**src/rtl/nn_pkg.sv**
```systemverilog
// nn_pkg: serializer FSM states and index-width helper.
package nn_pkg;
    typedef enum logic [1:0] {IDLE, STREAM, DONE} state_t;
    function automatic int idx_w(input int n);
        return (n > 1) ? $clog2(n) : 1;
    endfunction
endpackage

```
**src/rtl/nn_argmax_acc.sv**
```systemverilog
// nn_argmax_acc: running signed maximum over a beat stream, lowest index wins ties.
module nn_argmax_acc #(
    parameter int W  = 16,
    parameter int IW = 5
) (
    input  logic          clk,
    input  logic          rst,
    input  logic          clear,
    input  logic          update,
    input  logic [W-1:0]  din,
    input  logic [IW-1:0] idx_in,
    output logic [W-1:0]  max,
    output logic [IW-1:0] idx
);
    logic take;
    // the first beat always seeds the maximum; strict > keeps the earlier index on ties
    assign take = update && (idx_in == '0 || $signed(din) > $signed(max));
    always_ff @(posedge clk or negedge rst) begin
        if (!rst) begin
            max <= '0;
            idx <= '0;
        end else if (clear) begin
            max <= {1'b1, {(W-1){1'b0}}};
            idx <= '0;
        end else if (take) begin
            max <= din;
            idx <= idx_in;
        end
    end
endmodule

```
**src/rtl/nn_layer_serializer.sv**
```systemverilog
// nn_layer_serializer: captures a parallel layer frame and streams it one word per beat.
// Optional running argmax compiled in with ARGMAX_EN.
module nn_layer_serializer
    import nn_pkg::*;
#(
    parameter int NUM_NEURONS = 30,
    parameter int data_width  = 16
) (
    input  logic                              clk,
    input  logic                              rst,
    input  logic [NUM_NEURONS*data_width-1:0] layer_in,
    input  logic [NUM_NEURONS-1:0]            in_valid,
    output logic [data_width-1:0]             out_data,
    output logic                              out_valid,
    input  logic                              out_ready,
    output logic                              out_last,
    output logic                              busy,
    output logic                              overrun,
    output logic [$clog2(NUM_NEURONS)-1:0]    class_idx,
    output logic                              class_valid
);
    localparam int IW = idx_w(NUM_NEURONS);

    state_t                state, state_nxt;
    logic [IW-1:0]         idx;
    logic                  and_q, frame_start, capture, xfer, last;
    logic [data_width-1:0] buf_q [NUM_NEURONS];

    assign frame_start = (&in_valid) && !and_q;
    assign capture     = (state == IDLE) && frame_start;
    assign last        = idx == IW'(NUM_NEURONS - 1);
    assign out_valid   = state == STREAM;
    assign xfer        = out_valid && out_ready;
    assign out_last    = out_valid && last;
    assign out_data    = out_valid ? buf_q[idx] : '0;
    assign busy        = state != IDLE;

    always_ff @(posedge clk or negedge rst) begin
        if (!rst) state <= IDLE;
        else      state <= state_nxt;
    end

    always_comb begin
        state_nxt = state;
        if (capture)                          state_nxt = STREAM;
        else if (state == STREAM && xfer && last) state_nxt = DONE;
        else if (state == DONE)               state_nxt = IDLE;
    end

    always_ff @(posedge clk or negedge rst) begin
        if (!rst) begin
            and_q   <= 1'b0;
            idx     <= '0;
            overrun <= 1'b0;
        end else begin
            and_q <= &in_valid;
            if (capture)           idx <= '0;
            else if (xfer && !last) idx <= idx + 1'b1;
            if (frame_start && state != IDLE) overrun <= 1'b1;
        end
    end

    // buffer contents need no reset; they are only observed in STREAM
    always_ff @(posedge clk) begin
        if (capture)
            for (int i = 0; i < NUM_NEURONS; i++)
                buf_q[i] <= layer_in[i*data_width +: data_width];
    end

`ifdef ARGMAX_EN
    logic [data_width-1:0] acc_max;
    logic [IW-1:0]         acc_idx;

    nn_argmax_acc #(.W(data_width), .IW(IW)) u_argmax (
        .clk    (clk),
        .rst    (rst),
        .clear  (capture),
        .update (xfer),
        .din    (out_data),
        .idx_in (idx),
        .max    (acc_max),
        .idx    (acc_idx)
    );

    always_ff @(posedge clk or negedge rst) begin
        if (!rst) begin
            class_idx   <= '0;
            class_valid <= 1'b0;
        end else begin
            class_valid <= state == DONE;
            if (state == DONE) class_idx <= acc_idx;
        end
    end
`else
    assign class_idx   = '0;
    assign class_valid = 1'b0;
`endif
endmodule

```
**config.mk**
```make
export PLATFORM = sky130hd
export DESIGN_NAME = nn_layer_serializer
export DESIGN_NICKNAME = d
export VERILOG_FILES = /design/src/rtl/nn_pkg.sv /design/src/rtl/nn_argmax_acc.sv /design/src/rtl/nn_layer_serializer.sv
export SDC_FILE = /design/constraint.sdc
export NUM_CORES = 1
export LEC_CHECK = 0
export BUFFER_PORTS_ARGS = -buffer_cell sky130_fd_sc_hd__clkbuf_2
export CORE_AREA = 4 4 206 208
export DETAILED_ROUTE_END_ITERATION = 10
export DIE_AREA = 0 0 210 212
export MAX_ROUTING_LAYER = met4
export PLACE_DENSITY = 0.72
export RECOVER_POWER = 100
export SYNTH_ARGS = -nofsm -noshare
export SYNTH_HDL_FRONTEND = slang
export SYNTH_HIERARCHICAL = 1
export SYNTH_SLANG_ARGS = --single-unit
```
**constraint.sdc**
```tcl
create_clock -name clk -period 39.3 [get_ports clk]
set_input_delay 1.965 -clock clk [delete_from_list [all_inputs] [get_ports clk]]
set_output_delay 1.965 -clock clk [all_outputs]
set_load 0.02 [all_outputs]
```
After elaboration in Yosys (flattened, before gate mapping):

Memories as Yosys holds them, arrays and structs flattened.
Index checks and enable logic that the tools add are counted.

* memories kept: 1
* bits in latches: 0
* memory bits (writable): 480
* input port bits: 513
* logic and storage cells: 32
* flip-flop bits (word level): 9
* memory bits (read-only): 0
* output and inout bits: 26

* div/mod/pow operators: 0
* equal/unequal tests: 3
* bitwise gates (word level): 0
* add/sub/neg operators: 1
* magnitude comparators: 0
* shift-type cells: 0
* multiply operators: 0
* reduce and logical (&&, ||, !) cells: 15
* mux-type cells: 8

Memory list
* buf_q: words 30, bits a word 16, read ports 1, clocked after Yosys merged registers in 0, write ports 30, RTL line nn_layer_serializer.sv:27 `logic [data_width-1:0] buf_q [NUM_NEURONS];`

Operators by type and width (count)
* $reduce_and A30 Y1: 1
* $mux W16: 1
* $mux W5: 2
* $logic_and A1 B1 Y1: 8
* $mux W2: 3
* $add A5 B1 Y5 const B: 1
* $eq A5 B5 Y1 const B: 1
* $reduce_bool A2 Y1: 2
* $reduce_bool A3 Y1: 1
* $eq A2 B1 Y1 const B: 1
* $eq A2 B2 Y1 const B: 1
* $logic_not A1 Y1: 2
* $logic_not A2 Y1: 1
* $mux W1: 2

Longest topological paths before layout:

Gate-level depths: netlist of run 1.

* word-level depth: 6
* gate-level depth with buffers: 12

Worst setup path after synthesis of run 1:

No wires, ideal clock.

* path type: input-to-reg
* start: input in_valid[0]
* end: memory buf_q[0][0] (enable)
* setup slack: 15.445 ns
* buffers on the path: 0
* arrival time: 22.512 ns
* stages: 4
* library setup time: 1.343 ns
* cells stage by stage: nand4_1 -> nor4_1 -> nand3b_1 -> nor2_1

RTL lines
* start, declared: RTL line nn_layer_serializer.sv:12 `input logic [NUM_NEURONS-1:0] in_valid,`
* end, declared: RTL line nn_layer_serializer.sv:27

==> impl_metrics.env, run 1 <==
export IMPL_clkSinkCount=489
export IMPL_yosysMostFrequentCell="edfxtp_1"
export IMPL_grt_pass1_wl_um=72300
export IMPL_clk_path_buf_depth=3
export IMPL_hold_start="state[1]$_DFFE_PN0P_"
export IMPL_dp_cells=1894
export IMPL_stdcell_count=2000
export IMPL_drt_iter0_drc=1010
export IMPL_worstPathMaxFanout=85
export IMPL_cts_tree="done"
export IMPL_core_um2=40600
export IMPL_cp_end_kind="flip-flop"
export IMPL_cap_violations=9
export IMPL_period_share_pct=36.2
export IMPL_ios=539
export IMPL_drive_gt1_share_pct=43.2
export IMPL_synth_area_per_cell_um2=22.0
export IMPL_crit_type="in -> reg"
export IMPL_dpl_cell_area_um2=22100
export IMPL_status="complete, but fails checks"
export IMPL_die_height_um=212
export IMPL_synth_common_cells="480 x edfxtp_1, 99 x mux4_2, 31 x mux2i_1, 22 x nand2_1, 21 x nor2_1"
export IMPL_worstHoldPathCells=2
export IMPL_p_leak_nw=8.23
export IMPL_setup_viol=0
export IMPL_fin_nets=1929
export IMPL_hold_buffers=0
export IMPL_vias=10800
export IMPL_min_period_ns=14.22
export IMPL_antenna_found_initial=13
export IMPL_async_reset_ff_share_pct=1.84
export IMPL_power_density_nw_per_um2=45.4
export IMPL_ant_nets=0
export IMPL_gp_congestion=0.837
export IMPL_cts_inserted_buffers=50
export IMPL_holdCritPathClass="reg -> reg"
export IMPL_track_usage_pct=23.1
export IMPL_r2r_slack_ns=26.54
export IMPL_die_x_um=210
export IMPL_drv_slew=699
export IMPL_root_buffer="clkbuf_16"
export IMPL_first_pass_iters=6
export IMPL_ys_flop_type="edfxtp_1"
export IMPL_cp_data_required_time_ns=39.39
export IMPL_rsz0062_at_grt="false"
export IMPL_hold_violations=0
export IMPL_overflow=0
export IMPL_synth_edf_count=480
export IMPL_initial_core_util_pct=46.8
export IMPL_syn_area_um2=19000
export IMPL_peakVddDrop_uv=48.7
export IMPL_whs_ns=0.532
export IMPL_routed_via_density=5.42
export IMPL_post_cts_buffers=0
export IMPL_reg2reg_depth=7
export IMPL_io_buffers=532
export IMPL_grt_max_degree=189
export IMPL_wl_per_cell_um=25.6
export IMPL_ys_types=48
export IMPL_yosys_area_top_type="edfxtp_1"
export IMPL_critical_path_arrival_ns=14.32
export IMPL_violations="capacitance limit, slew limit"
export IMPL_rows=74
export IMPL_synth_area_top_cells="edfxtp_1 76%, mux4_2 12%, mux4_1 1.7%"
export IMPL_fin_area_um2=23600
export IMPL_clk_pin_slew_ns=0.06
export IMPL_cts_resized=0
export IMPL_ys_ff_latch=489
export IMPL_yosysWarnings=6
export IMPL_critPathLaunch="in_valid[0]"
export IMPL_dp_hpwl_um=37100
export IMPL_ys_seq_area_share_pct=77.1
export IMPL_drc=0
export IMPL_fmax_mhz=70.3
export IMPL_slew_headroom_pct=-554
export IMPL_crit_path_start_kind="input port"
export IMPL_first_global_vias=11700
export IMPL_worst_pin_slew_ns=9.81
export IMPL_synthesis_instances=864
export IMPL_fin_skew_ns=0.0199
export IMPL_worstReg2RegStart="state[0]$_DFFE_PN0P_"
export IMPL_drt_wl_total_um=51100
export IMPL_p_total_mw=1.07
export IMPL_syn2layout_area_growth_pct=24.2
export IMPL_synth_top_area_share_pct=75.9
export IMPL_insertion_delay_ns=0.59
export IMPL_fin_tns_setup_ns=0
export IMPL_h_tree_depth=2
export IMPL_die_area_um2=44500
critical path, cell delays in order:
cell	delay, ns
clkbuf_1	0.12
nand4_1	0.11
nor4_1	0.35
nand3b_1	0.24
nor2_4	0.12
clkbuf_1	2.70
clkbuf_1	2.73
clkbuf_1	2.78
clkbuf_1	3.08
where the power goes:
part	internal (mW)	switching (mW)	leakage, nW	total (mW)
Sequential	0.572	0.0000000687	4.43	0.572
Combinational	0.0169	0.0100	3.00	0.0270
Clock	0.274	0.197	0.797	0.471
area by class of cell:
type | instances | area, um^2
fillers | 3091 | 17000
diodes | 14 | 35.0
repair buffers | 545 | 2620
clock inverters | 33 | 339
clock buffers | 59 | 1280
multi-input cells | 321 | 3960
inverters | 7 | 26.3
well taps | 532 | 666
flip-flops and latches | 489 | 14600
path summary, 6_finish.rpt:
check,endpoint
min in group asynchronous,idx[0]$_DFFE_PN0P_
max,buf_q[8][2]$_DFFE_PN_
max in group asynchronous,idx[2]$_DFFE_PN0P_
min reg2reg,state[1]$_DFFE_PN0P_
min,state[1]$_DFFE_PN0P_
max reg2reg,buf_q[8][2]$_DFFE_PN_
cells by family after synthesis:
kind of cell | count (synthesis) | synth area share (%)
AO/OA/AOI/OAI | 77 | 2.90
buffers and inverters | 59 | 2.17
other | 1 | 0.0198
multiplexers | 146 | 15.3
AND/OR/NAND/NOR | 88 | 2.29
adder cells (fa/ha/maj) | 2 | 0.132
flip-flops | 489 | 77.1
XOR/XNOR | 2 | 0.0923
stage by stage:
| step | worst slack [ns] | util (%) |
|---|---|---|
| CTS | 32.94 | 58.4 |
| finish | 25.08 | 58.1 |
| global placement | 32.80 | 54.4 |
| floorplan | 15.45 | - |
| global route | 23.94 | 58.1 |
| detailed placement | 32.62 | 54.4 |
placed cells by master, fill, tap and decap left out, types with 8 or more instances in the layout:
cell type,count
nand4_1,10
a21oi_1,12
diode_2,14
mux4_1,12
clkinv_1,14
dfrtp_1,8
nand2_1,22
nor4_1,8
a211oi_1,11
clkbuf_16,50
clkinv_2,10
a22oi_1,18
edfxtp_1,480
nor2_1,20
clkbuf_1,103
mux2i_1,31
o21ai_0,8
mux4_2,99
clkbuf_2,445
nor2b_1,11
per-layer routing:
metal | up-vias | global-route usage (%) | share of wire [%]
met2 | 508 | 37.7 | 52
met5 | - | - | 0
met1 | 5481 | 28.2 | 38
li1 | 4762 | - | -
met3 | 87 | 5.80 | 8.0
met4 | 0 | 8.75 | 2.4
registers in the layout (all words and copies together), names as in the netlist:
signal   count
overrun      1
idx          5
state        2
and_q        1
buf_q      480
No activity file was read; power rests on OpenSTA's default activity.
==> run 2: changes to the inputs <==
--- a/config.mk
+++ b/config.mk
@@ -5,12 +5,13 @@
 export SDC_FILE = /design/constraint.sdc
 export NUM_CORES = 1
 export LEC_CHECK = 0
+export ABC_AREA = 1
 export BUFFER_PORTS_ARGS = -buffer_cell sky130_fd_sc_hd__clkbuf_2
-export CORE_AREA = 4 4 206 208
+export CORE_MARGIN = 4
+export CORE_UTILIZATION = 48
 export DETAILED_ROUTE_END_ITERATION = 10
-export DIE_AREA = 0 0 210 212
 export MAX_ROUTING_LAYER = met4
-export PLACE_DENSITY = 0.72
+export PLACE_DENSITY = 0.76
 export RECOVER_POWER = 100
 export SYNTH_ARGS = -nofsm -noshare
 export SYNTH_HDL_FRONTEND = slang
==> constraint.sdc (replaced) <==
create_clock -name clk -period 12.8 [get_ports clk]
set_input_delay 0.64 -clock clk [delete_from_list [all_inputs] [get_ports clk]]
set_output_delay 0.64 -clock clk [all_outputs]
set_load 0.02 [all_outputs]
==> run 2 against run 1 <==
The flow still finishes with violations (capacitance limit, slew limit). Utilization increased by 1.6 points. Register-to-register slack worse by 21 ns. Worst hold slack lost 0.31 ns. Worst setup slack worse by 20 ns. Sequential share of layout area down 2.0 points. Die area is 0.43% higher. Final cell count up 39%. Via count rose by 37%. Critical path type is now reg -> out. Highest routed layer unchanged.
==> impl_metrics.env, run 2 <==
export IMPL_cp_data_required_time_ns=12.16
export IMPL_drive_gt1_share_pct=23.2
export IMPL_crit_type="reg -> out"
export IMPL_fillCellCount=3344
export IMPL_cap_violations=4
export IMPL_min_period_ns=8.03
export IMPL_ys_seq_area_share_pct=73.7
export IMPL_synth_top_area_share_pct=72.5
export IMPL_max_stage_delay_ns=2.30
export IMPL_first_global_vias=14600
export IMPL_grt_use_met1_pct=36.2
export IMPL_final_core_util_pct=59.7
export IMPL_syn_area_um2=19900
export IMPL_overflow=0
export IMPL_synth_common_cells="480 x edfxtp_1, 400 x nand2_1, 314 x nor2_1, 152 x nand3_1, 137 x o21ai_0"
export IMPL_routed_via_density=5.33
export IMPL_largestRegisters="buf_q x480, idx x5, state x2"
export IMPL_io_buffers=532
export IMPL_violations="capacitance limit, slew limit"
export IMPL_yosysWarnings=6
export IMPL_critPathLaunch="idx[0]$_DFFE_PN0P_"
export IMPL_wl_per_cell_um=22.7
export IMPL_fin_skew_ns=0.0119
export IMPL_initial_core_util_pct=48.7
export IMPL_final_common_cell="edfxtp_1"
export IMPL_met2_usage_pct=44.9
export IMPL_setup_viol=0
export IMPL_ys_flop_type="edfxtp_1"
export IMPL_insertion_delay_ns=0.59
export IMPL_clkSinkCount=489
export IMPL_worstReg2RegStart="state[0]$_DFFE_PN0P_"
export IMPL_ys_types=28
export IMPL_status="complete, but fails checks"
export IMPL_power_density_nw_per_um2=136
export IMPL_antenna_found_initial=14
export IMPL_clk_path_buf_depth=3
export IMPL_async_reset_ff_share_pct=1.84
export IMPL_grt_use_met3_pct=5.60
export IMPL_slew_headroom_pct=-121
export IMPL_ant_nets=0
export IMPL_syn2layout_area_growth_pct=22.7
export IMPL_ios=539
export IMPL_period_share_pct=62.7
export IMPL_vias=14900
export IMPL_worstHoldPathCells=1
export IMPL_worstPathMaxFanout=63
export IMPL_clk_pin_slew_ns=0.06
export IMPL_track_usage_pct=28.1
export IMPL_crit_path_start_kind="flip-flop"
export IMPL_cts_tree="done"
export IMPL_drt_wl_total_um=63300
export IMPL_root_buffer="clkbuf_16"
export IMPL_path_cells="clkbuf_1 > clkbuf_1 > nor2_1 > nor2_1 > o21ai_0 > nand2_1 > a21oi_1 > nand2_1 > nand2_1 > nor2_1 > clkbuf_1"
export IMPL_yosysMostFrequentCell="edfxtp_1"
export IMPL_synth_area_top_cells="edfxtp_1 73%, nand2_1 7.6%, nor2_1 5.9%"
export IMPL_p_leak_nw=9.59
export IMPL_ys_ff_latch=489
export IMPL_synth_area_per_cell_um2=11.7
export IMPL_die_x_um=211
export IMPL_drc=0
export IMPL_layout_common_cells="480 x edfxtp_1, 430 x clkbuf_2, 400 x nand2_1, 312 x nor2_1, 152 x nand3_1"
export IMPL_rows=74
export IMPL_first_pass_iters=7
export IMPL_largest_reg_flops=480
export IMPL_grt_max_degree=181
export IMPL_hold_start="layer_in[415]"
export IMPL_holdCritPathClass="in -> reg"
export IMPL_synth_edf_count=480
export IMPL_yosys_area_top_type="edfxtp_1"
export IMPL_worst_pin_slew_ns=3.30
export IMPL_fmax_mhz=125
export IMPL_critical_path_arrival_ns=7.39
export IMPL_critPathTopFamily="buffers and inverters"
export IMPL_peakVddDrop_uv=130
export IMPL_reg2reg_depth=6
export IMPL_top_usage_layer="met2"
export IMPL_hold_violations=0
export IMPL_whs_ns=0.222
export IMPL_fin_tns_setup_ns=0
export IMPL_regMostFlops="buf_q"
export IMPL_drt_iter0_drc=1723
export IMPL_die_height_um=211
export IMPL_synthesis_instances=1701
export IMPL_crit_buf_inv=3
export IMPL_fin_nets=2720
export IMPL_path_depth=11
export IMPL_gp_congestion=0.877
export IMPL_rsz0062_at_grt="false"
export IMPL_dp_hpwl_um=44800
export IMPL_core_um2=40800
export IMPL_grt_pass1_wl_um=90200
export IMPL_cp_end_kind="output pin"
export IMPL_drv_slew=212
export IMPL_cts_inserted_buffers=51
export IMPL_slowest_stage="clkbuf_1"
export IMPL_die_area_um2=44700
export IMPL_h_tree_depth=2
==> run 2: changes by cell type in the layout (fill, tap and decap cells not counted), sizes merged, moves of 7 or more <==
cell and change:
a22oi -19, nor2b -11, mux2i -31, nand2 +378, nor2 +293, mux4 -111, nand3 +151, o21ai +155
nor4 -7, inv +30, a211oi -11, nand4 -10, o211ai +10
==> run 2: cells by family after synthesis <==
group | after synthesis | synth area share [%]
and+or+nand+nor | 873 | 17.5
DFF | 489 | 73.7
AOI/OAI and AO/OA | 195 | 5.09
buffers and inverters | 138 | 3.42
xor gates and xnor gates | 3 | 0.132
adders and majority gates | 2 | 0.126
other | 1 | 0.0189
==> run 2: metrics by stage <==
step	total power [mW]	cell area [um^2]	cells	setup slack, ns
after floorplan	1.80	19900	1706	4.07
final	3.31	24400	2789	4.77
after detailed placement	1.88	22800	2683	8.01
after global placement	1.88	22800	2683	8.13
after CTS	3.33	24500	2774	7.72
after global routing	3.40	24400	2788	4.40
==> run 2: final timing paths <==
kind | slack [ns] | end
min reg2reg | 0.51 | overrun$_DFFE_PN0P_
max reg2reg | 5.89 | buf_q[8][5]$_DFFE_PN_
min in group asynchronous | 0.61 | idx[3]$_DFFE_PN0P_
max in group asynchronous | 11.71 | idx[0]$_DFFE_PN0P_
max | 4.77 | out_data[1]
min | 0.22 | buf_q[25][15]$_DFFE_PN_
==> run 2: area by class of cell <==
class / count / area [um^2] / area share (%)
sequential: 489 / 14600 / 60.1
multi-input combinational: 1079 / 4580 / 18.8
timing repair buffer: 547 / 2660 / 10.9
clock buffer: 62 / 1360 / 5.58
tap: 532 / 666 / 2.73
clock inverter: 28 / 275 / 1.13
inverter: 37 / 146 / 0.601
antenna: 15 / 37.5 / 0.154
==> run 2: timing repair <==
action / in CTS / in global routing
endpoints found under the hold margin: 9 / 0
hold buffers: 1 / 0
gates resized for setup: 0 / 0
setup buffers: 0 / 0
==> run 2: worst reg2reg max path: cells and delay by family, from the launching register on <==
family        cells  cell delay [ns]
buf+inv           4             3.49
flops             1             0.42
simple gates      2             2.56
==> run 2: where the power goes <==
part	switching (mW)	total, mW	internal, mW
Sequential	0.0000000878	1.76	1.76
Combinational	0.0322	0.0842	0.0520
Clock	0.610	1.46	0.855
Total	0.642	3.31	2.66
==> run 2: metal layers <==
metal | wire (um) | vias up
met4 | 1940 | 0
li1 | - | 6891
met3 | 5960 | 105
met1 | 24400 | 7049
met2 | 31000 | 812
met5 | 0 | -
==> run 3: changes to the inputs <==
==> constraint.sdc (replaced) <==
create_clock -name clk -period 6.88 [get_ports clk]
set_input_delay 0.344 -clock clk [delete_from_list [all_inputs] [get_ports clk]]
set_output_delay 0.344 -clock clk [all_outputs]
set_load 0.02 [all_outputs]
==> run 3 against run 2 <==
Non-clock buffer count is 481 higher. Utilization is 11 points higher. The run still ends with capacitance limit, slew limit left. Clock-buffer cell count is 4 lower. Routed wire length is 30% higher. Global-route usage is 8.6 points higher. Design area is 19% higher. Worst hold slack worse by 0.16 ns. First-iteration DRC count is 61% higher. Total power is 93% higher. Clock skew is 0.0084 ns higher.
==> impl_metrics.env, run 3 (synthesis gave the netlist of run 2 again) <==
export IMPL_setup_slack_ns=1.36
export IMPL_fillCellCount=2607
export IMPL_grt_max_degree=211
export IMPL_reg2reg_depth=4
export IMPL_drt_wl_total_um=82200
export IMPL_fmax_mhz=181
export IMPL_violations="capacitance limit, slew limit"
export IMPL_clkSinkCount=489
export IMPL_worst_pin_slew_ns=4.84
export IMPL_cap_violations=4
export IMPL_ios=539
export IMPL_fin_nets=3201
export IMPL_hold_start="in_valid[3]"
export IMPL_initial_core_util_pct=48.7
export IMPL_core_um2=40800
export IMPL_die_area_um2=44700
export IMPL_dp_slack_ns=3.02
export IMPL_die_height_um=211
export IMPL_drv_slew=329
export IMPL_clk_pin_slew_ns=0.06
export IMPL_hold_violations=0
export IMPL_fin_skew_ns=0.0203
export IMPL_first_global_vias=19400
export IMPL_rsz0062_at_grt="false"
export IMPL_clk_path_buf_depth=3
export IMPL_worstReg2RegStart="state[0]$_DFFE_PN0P_"
export IMPL_met3_length_um=8690
export IMPL_cp_data_required_time_ns=6.54
export IMPL_rows=74
export IMPL_hold_path_end="and_q$_DFF_PN0_"
export IMPL_h_tree_depth=2
export IMPL_io_buffers=532
export IMPL_top_layer_used="met4"
export IMPL_drc=0
export IMPL_p_leak_nw=11.3
export IMPL_setup_viol=0
export IMPL_power_density_nw_per_um2=220
export IMPL_min_period_ns=5.52
export IMPL_layout_common_cells="481 x dlygate4sd3_1, 480 x edfxtp_1, 398 x nand2_1, 347 x clkbuf_2, 312 x nor2_1"
export IMPL_rr_endpoint="buf_q[28][3]$_DFFE_PN_"
export IMPL_slew_headroom_pct=-222
export IMPL_gp_congestion=0.921
export IMPL_wl_met1_um=27300
export IMPL_die_x_um=211
export IMPL_final_common_cell="dlygate4sd3_1"
export IMPL_worstHoldPathCells=3
export IMPL_period_share_pct=80.2
export IMPL_path_cells="inv_4 > buf_4 > nor2_1 > o21ai_0 > nand3_1 > nand3_1 > nand2_1 > nand2_1 > nor2_1 > clkbuf_1"
export IMPL_holdCritPathClass="in -> reg"
export IMPL_drive_gt1_share_pct=16.3
export IMPL_drt_iter0_drc=2779
export IMPL_regMostFlops="buf_q"
export IMPL_dp_hpwl_um=45800
export IMPL_cts_inserted_buffers=51
export IMPL_met2_wirelength_um=40200
export IMPL_cts_tree="done"
export IMPL_grt_pass1_wl_um=118000
export IMPL_fin_tns_setup_ns=0
export IMPL_insertion_delay_ns=0.60
export IMPL_root_buffer="clkbuf_16"
export IMPL_peakVddDrop_uv=219
export IMPL_worstPathMaxFanout=71
export IMPL_overflow=0
export IMPL_track_usage_pct=36.6
export IMPL_r2r_slack_ns=1.60
export IMPL_ant_nets=0
export IMPL_crit_path_start_kind="flip-flop"
export IMPL_status="complete, but fails checks"
export IMPL_max_stage_delay_ns=1.64
export IMPL_critical_path_arrival_ns=5.17
export IMPL_cp_end_kind="output pin"
export IMPL_wl_per_cell_um=25.1
export IMPL_crit_type="reg -> out"
export IMPL_syn2layout_area_growth_pct=46.1
export IMPL_post_cts_buffers=0
export IMPL_routed_via_density=5.68
export IMPL_first_pass_iters=8
export IMPL_vias=18600
export IMPL_slowest_stage="dfrtp_1"
export IMPL_largestRegisters="buf_q x480, idx x5, state x2"
export IMPL_largest_reg_flops=480
export IMPL_antenna_found_initial=15
## run 3: cell types whose count changed in the layout (fill, tap and decap cells not counted), moves of 3 or more
cell           before  now
clkinv_2            5   12
buf_1               0    5
o21ai_1            25   22
clkbuf_2          430  347
o21ai_0           138  141
dlygate4sd3_1       1  481
diode_2            15   19
clkbuf_1          114  189
## run 3: timing repair
action	in CTS	in global routing
endpoints found under the hold margin	489	0
endpoints found under the setup margin	0	0
hold buffers	481	0
resized for setup	0	0
## run 3: final cells by class
| class | instances | area (um^2) | area share [%] |
|---|---|---|---|
| diodes | 19 | 47.5 | 0.164 |
| clock buffers | 58 | 1320 | 4.56 |
| clock inverters | 34 | 262 | 0.901 |
| inverters | 37 | 146 | 0.504 |
| multi-input cells | 1079 | 4590 | 15.8 |
| flip-flops and latches | 489 | 14600 | 50.4 |
| well taps | 532 | 666 | 2.29 |
| repair buffers | 1028 | 7360 | 25.3 |
## run 3: critical path, delay by kind of cell, from the launching register on
family,cells,cell delay [ns]
flops,1,1.64
buf+inv,3,1.78
compound gates,1,0.12
simple gates,6,0.97
## run 3: report_power, final
part | internal (mW) | total [mW] | switching (mW)
Sequential | 3.27 | 3.27 | 0.0000000163
Clock | 1.50 | 2.71 | 1.21
Combinational | 0.269 | 0.411 | 0.143
Total | 5.03 | 6.39 | 1.36
## run 3: layer usage
metal,track usage (%),vias to the layer above
met2,59.9,1670
met3,6.99,401
li1,-,7858
met4,22.0,0
met5,-,-
met1,42.1,8672
## run 3: worst max-delay path by stage
stage / startpoint / to / slack [ns] / depth (start not counted)
floorplan: in_valid[4] / buf_q[0][0]$_DFFE_PN_ / -1.54 / 6
global placement: idx[1]$_DFFE_PN0P_ / out_data[3] / 3.07 / 9
detailed placement: idx[1]$_DFFE_PN0P_ / out_data[3] / 3.02 / 9
CTS: idx[1]$_DFFE_PN0P_ / out_data[3] / 2.38 / 9
global route: idx[1]$_DFFE_PN0P_ / out_data[10] / 1.23 / 10
finish: idx[1]$_DFFE_PN0P_ / out_data[10] / 1.36 / 10
## run 3: metrics by stage
step / power (mW) / instances / hold slack, ns / utilization [%] / instance area, um^2
after global routing: 6.53 / 3273 / 0.0587 / 71.1 / 29000
after global placement: 3.50 / 2684 / 0.229 / 56.0 / 22900
after floorplan: 3.34 / 1706 / 0.0484 / - / 19900
after CTS: 6.34 / 3257 / 0.0197 / 71.6 / 29300
final: 6.39 / 3276 / 0.0645 / 71.1 / 29000
after detailed placement: 3.50 / 2684 / 0.233 / 56.0 / 22900
